===== config.mk =====
export PLATFORM = sky130hd
export DESIGN_NAME = oled_spi_rx_flat
export DESIGN_NICKNAME = d
export VERILOG_FILES = /design/src/rtl/oled_rx_pkg.sv /design/src/rtl/oled_spi_rx_if.sv /design/src/rtl/oled_rx_fifo.sv /design/src/rtl/oled_spi_rx.sv /design/src/flat_wrapper.sv
export SDC_FILE = /design/constraint.sdc
export NUM_CORES = 1
export LEC_CHECK = 0
export ABC_AREA = 1
export CORE_MARGIN = 2
export CORE_UTILIZATION = 25
export CTS_CLUSTER_SIZE = 16
export DETAILED_ROUTE_END_ITERATION = 16
export DONT_BUFFER_PORTS = 1
export GPL_TIMING_DRIVEN = 0
export PLACE_DENSITY_LB_ADDON = 0.08
export SLEW_MARGIN = 10
export SYNTH_ARGS = -nofsm -noshare
export SYNTH_HDL_FRONTEND = slang
export SYNTH_SLANG_ARGS = --single-unit

===== constraint.sdc =====
create_clock -name Clock -period 2.1 [get_ports Clock]
set_input_delay 0.315 -clock Clock [delete_from_list [all_inputs] [get_ports Clock]]
set_output_delay 0.315 -clock Clock [all_outputs]
set_load 0.02 [all_outputs]

===== src/rtl/oled_rx_pkg.sv =====
// ---------------------------------------------------------------------------
// oled_rx_pkg
// Shared types and constants for the OLED SPI receive slice.
//   BYTE_W             : width of one serial byte
//   DEFAULT_FIFO_DEPTH : default number of buffered received bytes
//   rx_state_e         : receive FSM states (IDLE, SHIFT)
//   rx_entry_t         : one FIFO entry, D/C flag packed above the data byte
// ---------------------------------------------------------------------------
package oled_rx_pkg;

   localparam int BYTE_W             = 8;
   localparam int DEFAULT_FIFO_DEPTH = 4;

   typedef enum logic {
      IDLE  = 1'b0,
      SHIFT = 1'b1
   } rx_state_e;

   typedef struct packed {
      logic              is_data;
      logic [BYTE_W-1:0] data;
   } rx_entry_t;

endpackage


===== src/rtl/oled_spi_rx_if.sv =====
// ---------------------------------------------------------------------------
// oled_spi_rx_if
// Received-byte handshake between the SPI receiver and its consumer.
//   RxData   : head-of-FIFO byte
//   RxIsData : D/C flag captured with RxData (1 = data, 0 = command)
//   RxValid  : FIFO non-empty
//   RxReady  : consumer accepts the head byte when RxValid & RxReady
// master = receiver side, slave = consumer side.
// ---------------------------------------------------------------------------
interface oled_spi_rx_if;
   import oled_rx_pkg::*;

   logic [BYTE_W-1:0] RxData;
   logic              RxIsData;
   logic              RxValid;
   logic              RxReady;

   modport master (output RxData, RxIsData, RxValid, input  RxReady);
   modport slave  (input  RxData, RxIsData, RxValid, output RxReady);

endinterface


===== src/rtl/oled_rx_fifo.sv =====
// ---------------------------------------------------------------------------
// oled_rx_fifo
// Synchronous FIFO for received bytes with a defined head value when empty.
//   Clock, nReset : system clock, asynchronous active-low reset
//   push_i        : write push_data_i (accepted when not full, or when full
//                   and a pop happens in the same cycle)
//   pop_i         : drop the head entry (ignored when empty)
//   head_o        : head entry; while empty it holds the last head shown
//   full_o/empty_o: occupancy flags
// ---------------------------------------------------------------------------
module oled_rx_fifo #(
   parameter int DEPTH = 4,
   parameter int WIDTH = 9
) (
   input  logic             Clock,
   input  logic             nReset,
   input  logic             push_i,
   input  logic [WIDTH-1:0] push_data_i,
   input  logic             pop_i,
   output logic [WIDTH-1:0] head_o,
   output logic             full_o,
   output logic             empty_o
);

   localparam int AW = $clog2(DEPTH);

   logic [WIDTH-1:0] mem_q [DEPTH];
   logic [AW:0]      wr_ptr_q, wr_ptr_d;
   logic [AW:0]      rd_ptr_q, rd_ptr_d;
   logic [WIDTH-1:0] hold_q;
   logic             empty, full;
   logic             do_push, do_pop;

   // Extra pointer bit distinguishes full from empty when indices match.
   assign empty = (wr_ptr_q == rd_ptr_q);
   assign full  = (wr_ptr_q[AW] != rd_ptr_q[AW]) &&
                  (wr_ptr_q[AW-1:0] == rd_ptr_q[AW-1:0]);

   // NOTE: every always_comb output gets a default first so no path leaves it
   // unassigned; otherwise synthesis infers a latch.
   always_comb begin
      do_pop   = pop_i & ~empty;
      // A full FIFO still accepts a push when the head leaves in the same cycle.
      do_push  = push_i & (~full | do_pop);
      wr_ptr_d = wr_ptr_q;
      rd_ptr_d = rd_ptr_q;
      if (do_push) wr_ptr_d = wr_ptr_q + (AW+1)'(1);
      if (do_pop)  rd_ptr_d = rd_ptr_q + (AW+1)'(1);
   end

   // NOTE: storage has no reset; an entry is only ever read after it has been
   // written, and leaving it unreset keeps it mappable to plain RAM/flops.
   always_ff @(posedge Clock) begin
      if (do_push) mem_q[wr_ptr_q[AW-1:0]] <= push_data_i;
   end

   // NOTE: sequential state uses non-blocking assignments so every flop sees
   // the pre-edge values of the others, independent of block ordering.
   always_ff @(posedge Clock or negedge nReset) begin
      if (!nReset) begin
         wr_ptr_q <= '0;
         rd_ptr_q <= '0;
         hold_q   <= '0;
      end else begin
         wr_ptr_q <= wr_ptr_d;
         rd_ptr_q <= rd_ptr_d;
         if (!empty) hold_q <= mem_q[rd_ptr_q[AW-1:0]];
      end
   end

   // Empty selects the held copy so the head never exposes unwritten storage.
   assign head_o  = empty ? hold_q : mem_q[rd_ptr_q[AW-1:0]];
   assign full_o  = full;
   assign empty_o = empty;

endmodule


===== src/rtl/oled_spi_rx.sv =====
// ---------------------------------------------------------------------------
// oled_spi_rx
// SPI-style receiver snooping the serial link to an OLED display driver.
// Bytes are shifted in MSB first on SCLK rises while nCS is low, tagged with
// DnC sampled on the last bit, and buffered in a small FIFO.
//   Clock, nReset : system clock, asynchronous active-low reset
//   SCLK, SDIN    : serial clock / data (asynchronous to Clock)
//   DnC           : 1 = data byte, 0 = command byte
//   nCS           : active-low byte framing
//   rx            : received-byte handshake (oled_spi_rx_if.master)
//   Overflow      : sticky, completed byte dropped because FIFO full
//   FrameErr      : sticky, nCS released with a partial byte
//   ClearErr      : synchronous clear of both sticky flags (a new error wins)
// ---------------------------------------------------------------------------
module oled_spi_rx
   import oled_rx_pkg::*;
#(
   parameter int FIFO_DEPTH  = DEFAULT_FIFO_DEPTH,
   parameter int SYNC_STAGES = 2
) (
   input  logic Clock,
   input  logic nReset,
   input  logic SCLK,
   input  logic SDIN,
   input  logic DnC,
   input  logic nCS,
   input  logic ClearErr,
   oled_spi_rx_if.master rx,
   output logic Overflow,
   output logic FrameErr
);

   localparam int CNT_W = $clog2(BYTE_W);
   localparam logic [CNT_W-1:0] LAST_BIT = CNT_W'(BYTE_W - 1);

   logic [SYNC_STAGES-1:0] sclk_sync_q, sdin_sync_q, dnc_sync_q, ncs_sync_q;
   logic                   sclk_s, sdin_s, dnc_s, ncs_s;
   logic                   sclk_prev_q, sclk_rise;

   rx_state_e         state_q, state_d;
   logic [CNT_W-1:0]  cnt_q, cnt_d;
   logic [BYTE_W-1:0] shift_q, shift_d;
   logic              overflow_q, overflow_d;
   logic              frame_err_q, frame_err_d;

   logic              push, pop, frame_set, overflow_set;
   rx_entry_t         push_entry, head;
   logic              fifo_full, fifo_empty;

   // Synchronisers; nCS resets to its inactive level so no frame is implied.
   always_ff @(posedge Clock or negedge nReset) begin
      if (!nReset) begin
         sclk_sync_q <= '0;
         sdin_sync_q <= '0;
         dnc_sync_q  <= '0;
         ncs_sync_q  <= '1;
         sclk_prev_q <= 1'b0;
      end else begin
         sclk_sync_q <= {sclk_sync_q[SYNC_STAGES-2:0], SCLK};
         sdin_sync_q <= {sdin_sync_q[SYNC_STAGES-2:0], SDIN};
         dnc_sync_q  <= {dnc_sync_q[SYNC_STAGES-2:0], DnC};
         ncs_sync_q  <= {ncs_sync_q[SYNC_STAGES-2:0], nCS};
         sclk_prev_q <= sclk_s;
      end
   end

   assign sclk_s    = sclk_sync_q[SYNC_STAGES-1];
   assign sdin_s    = sdin_sync_q[SYNC_STAGES-1];
   assign dnc_s     = dnc_sync_q[SYNC_STAGES-1];
   assign ncs_s     = ncs_sync_q[SYNC_STAGES-1];
   assign sclk_rise = sclk_s & ~sclk_prev_q;

   // Receive FSM, bit counter and shift register.
   always_comb begin
      state_d    = state_q;
      cnt_d      = cnt_q;
      shift_d    = shift_q;
      push       = 1'b0;
      push_entry = '0;
      frame_set  = 1'b0;
      case (state_q)
         IDLE: begin
            if (!ncs_s) state_d = SHIFT;
         end
         SHIFT: begin
            if (ncs_s) begin
               // Frame closed: any partial byte is discarded and flagged.
               state_d   = IDLE;
               cnt_d     = '0;
               shift_d   = '0;
               frame_set = (cnt_q != '0);
            end else if (sclk_rise) begin
               shift_d = {shift_q[BYTE_W-2:0], sdin_s};
               cnt_d   = cnt_q + CNT_W'(1);   // wraps to 0 after the last bit
               if (cnt_q == LAST_BIT) begin
                  push               = 1'b1;
                  push_entry.data    = shift_d;
                  push_entry.is_data = dnc_s;
               end
            end
         end
         default: state_d = IDLE;
      endcase
   end

   assign pop          = rx.RxReady & ~fifo_empty;
   assign overflow_set = push & fifo_full & ~pop;

   // Sticky flags: a new event in the clearing cycle keeps the flag set.
   always_comb begin
      overflow_d  = (overflow_q  & ~ClearErr) | overflow_set;
      frame_err_d = (frame_err_q & ~ClearErr) | frame_set;
   end

   always_ff @(posedge Clock or negedge nReset) begin
      if (!nReset) begin
         state_q     <= IDLE;
         cnt_q       <= '0;
         shift_q     <= '0;
         overflow_q  <= 1'b0;
         frame_err_q <= 1'b0;
      end else begin
         state_q     <= state_d;
         cnt_q       <= cnt_d;
         shift_q     <= shift_d;
         overflow_q  <= overflow_d;
         frame_err_q <= frame_err_d;
      end
   end

   oled_rx_fifo #(
      .DEPTH (FIFO_DEPTH),
      .WIDTH ($bits(rx_entry_t))
   ) u_fifo (
      .Clock       (Clock),
      .nReset      (nReset),
      .push_i      (push),
      .push_data_i (push_entry),
      .pop_i       (pop),
      .head_o      (head),
      .full_o      (fifo_full),
      .empty_o     (fifo_empty)
   );

   assign rx.RxData   = head.data;
   assign rx.RxIsData = head.is_data;
   assign rx.RxValid  = ~fifo_empty;
   assign Overflow    = overflow_q;
   assign FrameErr    = frame_err_q;

endmodule

===== src/flat_wrapper.sv =====
// flat-port wrapper written by rule: the top's interface ports become plain ports
module oled_spi_rx_flat import oled_rx_pkg::*;
#(
   parameter int FIFO_DEPTH  = DEFAULT_FIFO_DEPTH,
   parameter int SYNC_STAGES = 2
)
  (Clock, nReset, SCLK, SDIN, DnC, nCS, ClearErr, Overflow, FrameErr, rx_RxData, rx_RxIsData, rx_RxValid, rx_RxReady);
  oled_spi_rx_if rx_i ();
  input  logic Clock;
  input  logic nReset;
  input  logic SCLK;
  input  logic SDIN;
  input  logic DnC;
  input  logic nCS;
  input  logic ClearErr;
  output logic Overflow;
  output logic FrameErr;
  output wire logic [$bits(rx_i.RxData)-1:0] rx_RxData;
  output wire logic [$bits(rx_i.RxIsData)-1:0] rx_RxIsData;
  output wire logic [$bits(rx_i.RxValid)-1:0] rx_RxValid;
  input wire logic [$bits(rx_i.RxReady)-1:0] rx_RxReady;
  assign rx_RxData = rx_i.RxData;
  assign rx_RxIsData = rx_i.RxIsData;
  assign rx_RxValid = rx_i.RxValid;
  assign rx_i.RxReady = rx_RxReady;
  oled_spi_rx #(.FIFO_DEPTH(FIFO_DEPTH), .SYNC_STAGES(SYNC_STAGES)) u_core (.Clock(Clock), .nReset(nReset), .SCLK(SCLK), .SDIN(SDIN), .DnC(DnC), .nCS(nCS), .ClearErr(ClearErr), .rx(rx_i), .Overflow(Overflow), .FrameErr(FrameErr));
endmodule

=== Yosys cells after proc, flatten, opt, wreduce, memory -nomap -nowiden ===
Memory sizes are Yosys's and may differ from the RTL's.
Cells that the tools add are included.

* Flip-flop bits (word level): 37
* Latch bits: 0
* Bits in writable memories: 36
* Bits in read-only memories: 0
* Output and inout port bits: 12
* Memories kept: 1

{| class="wikitable"
|+ Memory list
! memory !! depth !! width !! rd ports !! clocked after memory_dff !! write ports !! line !! source
|-
| u_core.u_fifo.mem_q || 4 || 9 || 1 || 0 || 1 || oled_rx_fifo.sv:27 || <nowiki>logic [WIDTH-1:0] mem_q [DEPTH];</nowiki>
|}

* Add/subtract/negate cells: 3
* Multiply operators: 0
* Divide/modulo/power cells: 0
* Magnitude comparators: 0
* Eq/ne operators: 4
* Shift-type cells: 0
* Muxes and demuxes: 18
* Bitwise operators: 16
* Reductions and logical operators: 4

{| class="wikitable"
|+ Operators with widths
! operator !! count
|-
| $mux 9 || 5
|-
| $mux 7 || 2
|-
| $add 3x1->3 const B || 3
|-
| $mux 1 || 9
|-
| $and 1x1->1 || 8
|-
| $mux 3 || 2
|-
| $not 1->1 || 5
|-
| $eq 3x3->1 || 1
|-
| $eq 3x3->1 const B || 1
|-
| $or 1x1->1 || 3
|-
| $reduce_bool 3->1 || 1
|-
| $eq 2x2->1 || 1
|-
| $reduce_and 2->1 || 1
|-
| $reduce_bool 2->1 || 1
|-
| $logic_and 1x1->1 || 1
|-
| $ne 1x1->1 || 1
|}

=== Depth between registers and ports, before layout ===
* Word-level depth: 8
* Mapped depth: 9
* Gate-level depth less buffers: 8

=== Hierarchy ===
Synthesis repeated with hierarchy kept, for this count alone.

* Cells, all modules: 284
* Area, all modules: 3099.2 sq um

{| class="wikitable"
|+ Modules (own cells, without submodules)
! module !! times used !! cells an instance !! area each (sq um)
|-
| oled_rx_fifo || 1 || 193 || 2180.8
|-
| oled_spi_rx || 1 || 91 || 918.4
|}

=== Worst setup path after synthesis ===
OpenSTA, ideal clock, no wires.

* Kind: reg-to-reg
* Start: reg u_core.cnt_q[0]
* End: mem u_core.u_fifo.mem_q[0][0] (enable)
* Library setup time: 0.374 ns
* Data arrival time: 1.403 ns
* Path slack: 0.323 ns
* Cell stages (with the launch flop): 7
* Cells stage by stage: dfrtp_1 -> ha_1 -> ha_1 -> inv_1 -> nor2_2 -> nand2_4 -> nor2_1

* Word-level cells in the longest chain between the ends: 8

{| class="wikitable"
|+ Ends and longest elaborated chain
! what !! line !! source
|-
| start: declaration || oled_spi_rx.sv:41 || <nowiki>logic [CNT_W-1:0] cnt_q, cnt_d;</nowiki>
|-
| start signal: assignment || oled_spi_rx.sv:124 || <nowiki>cnt_q <= cnt_d;</nowiki>
|-
| $eq 3x3->1 || oled_spi_rx.sv:95 || <nowiki>if (cnt_q == LAST_BIT) begin</nowiki>
|-
| $mux 1 || oled_spi_rx.sv:95 ||
|-
| $mux 1 || oled_spi_rx.sv:92 || <nowiki>end else if (sclk_rise) begin</nowiki>
|-
| $mux 1 || oled_spi_rx.sv:86 || <nowiki>if (ncs_s) begin</nowiki>
|-
| $mux 1 || oled_spi_rx.sv:81 || <nowiki>case (state_q)</nowiki>
|-
| $and 1x1->1 || oled_rx_fifo.sv:44 || <nowiki>do_push = push_i & (~full | do_pop);</nowiki>
|-
| $mux 1 || oled_rx_fifo.sv:54 || <nowiki>if (do_push) mem_q[wr_ptr_q[AW-1:0]] <= push_data_i;</nowiki>
|-
| $mux 1 (implied by the code) || oled_rx_fifo.sv:54 ||
|-
| end: declaration || oled_rx_fifo.sv:27 ||
|}

No other way between the ends.

=== Worst setup path in the final report ===
Ends and elaborated chain as after synthesis.

==> impl_summary.log <==
INFO  metric synth_seq_area_share = 68.1%
INFO  metric syn-mean-instance-area = 11.0 sq um
INFO  metric drt-initial-drc-count = 64
INFO  metric cts-htree-levels = 3
INFO  metric yosysWarningCount = 0
INFO  metric p_leak = 1.42 nW
INFO  metric floorplan.initialDensity = 25.8%
INFO  metric fin_crit = 2.03 ns
INFO  metric startpoint_type = flop
INFO  metric placement.setup.worst_slack = -0.262 ns
INFO  metric drt_first_pass_iters = 4
INFO  metric wirelength = 6380 microns
INFO  metric p_per_area = 1270 nW/um^2
INFO  metric synth_cell_types = 22
INFO  metric maximum_number_of_pins_on_one_net_before_global_route_repair = 38
INFO  metric number_of_antenna_violations_at_the_first_check_in_global_routing = 0
INFO  metric final_cell_count_no_fill = 436
INFO  metric grt_use_total = 10.9%
INFO  metric worst_hold_path_type = input pin to flop
INFO  metric wire_per_inst = 14.6 microns
INFO  metric die_area = 12700 sq um
INFO  metric postSynthRegisterBits = 73
INFO  metric crit_arrival = 2.00 ns
INFO  metric drive_above_1_share = 16.4%
INFO  metric antennaDiodeCount = 0
INFO  metric clkSlewWorstSetupHoldPaths = 0.05 ns
INFO  metric cts_inserted_buffers = 9
INFO  metric total_standard_cell_area_after_synthesis = 2950 sq um
INFO  metric tritoncts = done
INFO  metric crit_type = flop to flop
INFO  metric final-max-slew-violation-count = 0
INFO  metric crit_path_end_kind = flop
INFO  metric routabilityCongestion = 0.685
INFO  metric syn-instance-count = 269
INFO  metric via_per_inst = 4.18
INFO  metric global_route_wire_length_before_repair = 10300 microns
INFO  metric final_critical_path_setup_slack = 0.0663 ns
INFO  metric ant_nets = 0
INFO  metric area_growth_syn_to_layout = 20.6%
INFO  metric worst_clock_skew = 0.00339 ns
INFO  metric largest_fanout_of_any_net_on_the_critical_path = 9
INFO  metric synth_top_cells_by_area = edfxtp_1 37%, dfrtp_1 30%, nand2_1 5.8%
INFO  metric first_global_vias = 1826
INFO  metric maxClockFrequency = 492 MHz
INFO  metric synth_top_area_share = 36.6%
INFO  metric run_status = finished, final reports clean
INFO  metric floorplan.die.height = 113 microns
INFO  metric rsz0062_at_grt = yes
INFO  metric numClockSinks = 73
INFO  metric mappedNetlistNets = 285
INFO  metric max-vdd-ir-drop = 0.000599 V
INFO  metric ctsRootBufferMaster = clkbuf_16
INFO  metric placement_rows = 39
INFO  metric max-slew-margin-rel = 59.4%
INFO  metric finalSetupViolations = 0
INFO  metric max_cap_viol_count = 0
INFO  metric coreArea = 11500 sq um
INFO  metric wp_data_required = 2.06 ns
INFO  metric final_min_period_over_clock_period = 96.8%
INFO  metric place_hpwl = 4060 microns
INFO  metric drc = 0
INFO  metric grt_overflow_total = 0
INFO  metric worst_slew_pin_slew = 0.609 ns
INFO  metric finalHoldViolations = 0
INFO  metric clkLatencyLatePin = 0.33 ns
INFO  metric clock_path_buffers = 2
INFO  metric yosysTopAreaCell = edfxtp_1
INFO  metric dr_total_vias = 1823
INFO  metric top_level_ports = 20
INFO  metric die_width = 113 microns
INFO  metric buffers_on_ports = 0
INFO  metric place_inst = 412
INFO  metric nFillCells = 1181
INFO  metric num-nets-final = 304
==> flip-flops by register name, indices dropped and copies added (netlist names), 2 cells and up <==
| name | flops |
|---|---|
| u_core.u_fifo.mem_q | 36 |
| u_core.u_fifo.hold_q | 9 |
| u_core.shift_q | 7 |
| u_core.cnt_q | 3 |
| u_core.u_fifo.rd_ptr_q | 3 |
| u_core.u_fifo.wr_ptr_q | 3 |
| u_core.dnc_sync_q | 2 |
| u_core.ncs_sync_q | 2 |
| u_core.sclk_sync_q | 2 |
| u_core.sdin_sync_q | 2 |
==> repair_timing <==
action                                  in CTS  in global routing
gates cloned                                 0                  0
buffers inserted                             0                  2
gates resized for setup                     13                 19
endpoints found under the setup margin      45                 45
hold buffers                                 3                  3
pin swaps                                    0                  2
hold endpoints to repair                    38                  3
==> cells in the mapped netlist <==
master / instances
xor2_1: 2
clkbuf_1: 2
o21ai_0: 19
o22ai_1: 9
nor2_1: 44
buf_4: 1
o21ai_1: 9
nand3_1: 17
buf_6: 1
dfstp_2: 2
inv_2: 1
nand2_2: 1
dfrtp_1: 35
nor2_2: 2
inv_1: 26
buf_2: 4
edfxtp_1: 36
ha_1: 8
nand2_1: 46
nand2_4: 2
nand4_2: 1
a21oi_1: 1
==> cells in the final DEF (no fill, tap or decap), types with 2 or more instances in the layout <==
master	n
buf_4	3
nand2_4	2
dfstp_2	2
o21ai_0	19
nand2_1	37
o21ai_1	7
o21ai_2	2
o22ai_1	9
clkinv_1	2
edfxtp_1	36
clkbuf_1	3
nor2_2	6
dlygate4sd3_1	5
nand3_1	17
nand2_2	10
dfrtp_1	34
buf_6	5
clkbuf_16	9
buf_12	2
xor2_1	2
inv_1	25
ha_1	8
nor2_1	40
==> metrics by stage <==
step	hold WS, ns	TNS [ns]	total power (W)	utilization, %	area, sq um
after floorplan	0.0194	0	0.00269	-	2950
after global placement	0.0207	-8.25	0.00299	27.3	3130
after detailed placement	0.0206	-7.75	0.00299	27.3	3130
after CTS	0.00150	-5.45	0.00445	30.2	3460
after global routing	0.0740	-2.56	0.00481	31.1	3560
final	0.0790	0	0.00452	31.1	3560
==> final timing paths <==
kind                                      start  slack, ns                         to  cells after the start
max                             u_core.cnt_q[0]       0.07  u_core.u_fifo.mem_q[0][0]                      6
min                                    ClearErr       0.08            u_core.Overflow                      1
max reg2reg                     u_core.cnt_q[0]       0.07  u_core.u_fifo.mem_q[0][0]                      6
min reg2reg                u_core.dnc_sync_q[0]       0.35       u_core.dnc_sync_q[1]                      0
max in group asynchronous                nReset       1.36       u_core.ncs_sync_q[0]                      2
min in group asynchronous                nReset       0.48    u_core.u_fifo.hold_q[0]                      2
==> worst max-delay path: stages, from the launching register on <==
cell	delay (ns)
dfrtp_1	0.39
ha_1	0.18
ha_1	0.16
inv_1	0.05
nor2_2	0.26
nand2_4	0.13
nor2_2	0.49
==> power breakdown <==
group | internal [W] | total (W) | switching (W)
clock network | 0.000790 | 0.00134 | 0.000550
registers | 0.00165 | 0.00173 | 0.0000873
logic | 0.000465 | 0.00144 | 0.000979
total | 0.00290 | 0.00452 | 0.00162
==> layer usage <==
metal	GRT usage, %	vias to the layer above	part of all wire, %
li1	-	928	-
met1	13.8	852	47
met2	17.1	37	46
met3	4.64	6	5.4
met4	2.93	0	1.1
met5	0	-	0
==> kinds of logic (layout without fill, tap and decap cells) <==
kind of cell / count (synthesis) / after routing / synth area share [%]
buf+inv: 35 / 59 / 5.00
fa+ha+maj: 8 / 8 / 3.39
compound gates: 38 / 38 / 6.82
flops: 73 / 73 / 68.1
simple gates: 113 / 113 / 16.1
xor+xnor: 2 / 2 / 0.593
==> area by class of cell <==
| class | instances | area (sq um) | area share [%] |
|---|---|---|---|
| plain buffers | 8 | 78.8 | 2.21 |
| clock buffers | 12 | 236 | 6.64 |
| clock inverters | 4 | 20.0 | 0.562 |
| inverters | 27 | 104 | 2.92 |
| multi-input cells | 161 | 836 | 23.5 |
| flip-flops and latches | 73 | 2010 | 56.4 |
| well taps | 143 | 179 | 5.02 |
| repair buffers | 8 | 97.6 | 2.74 |
(Power assumes the default switching activity.)
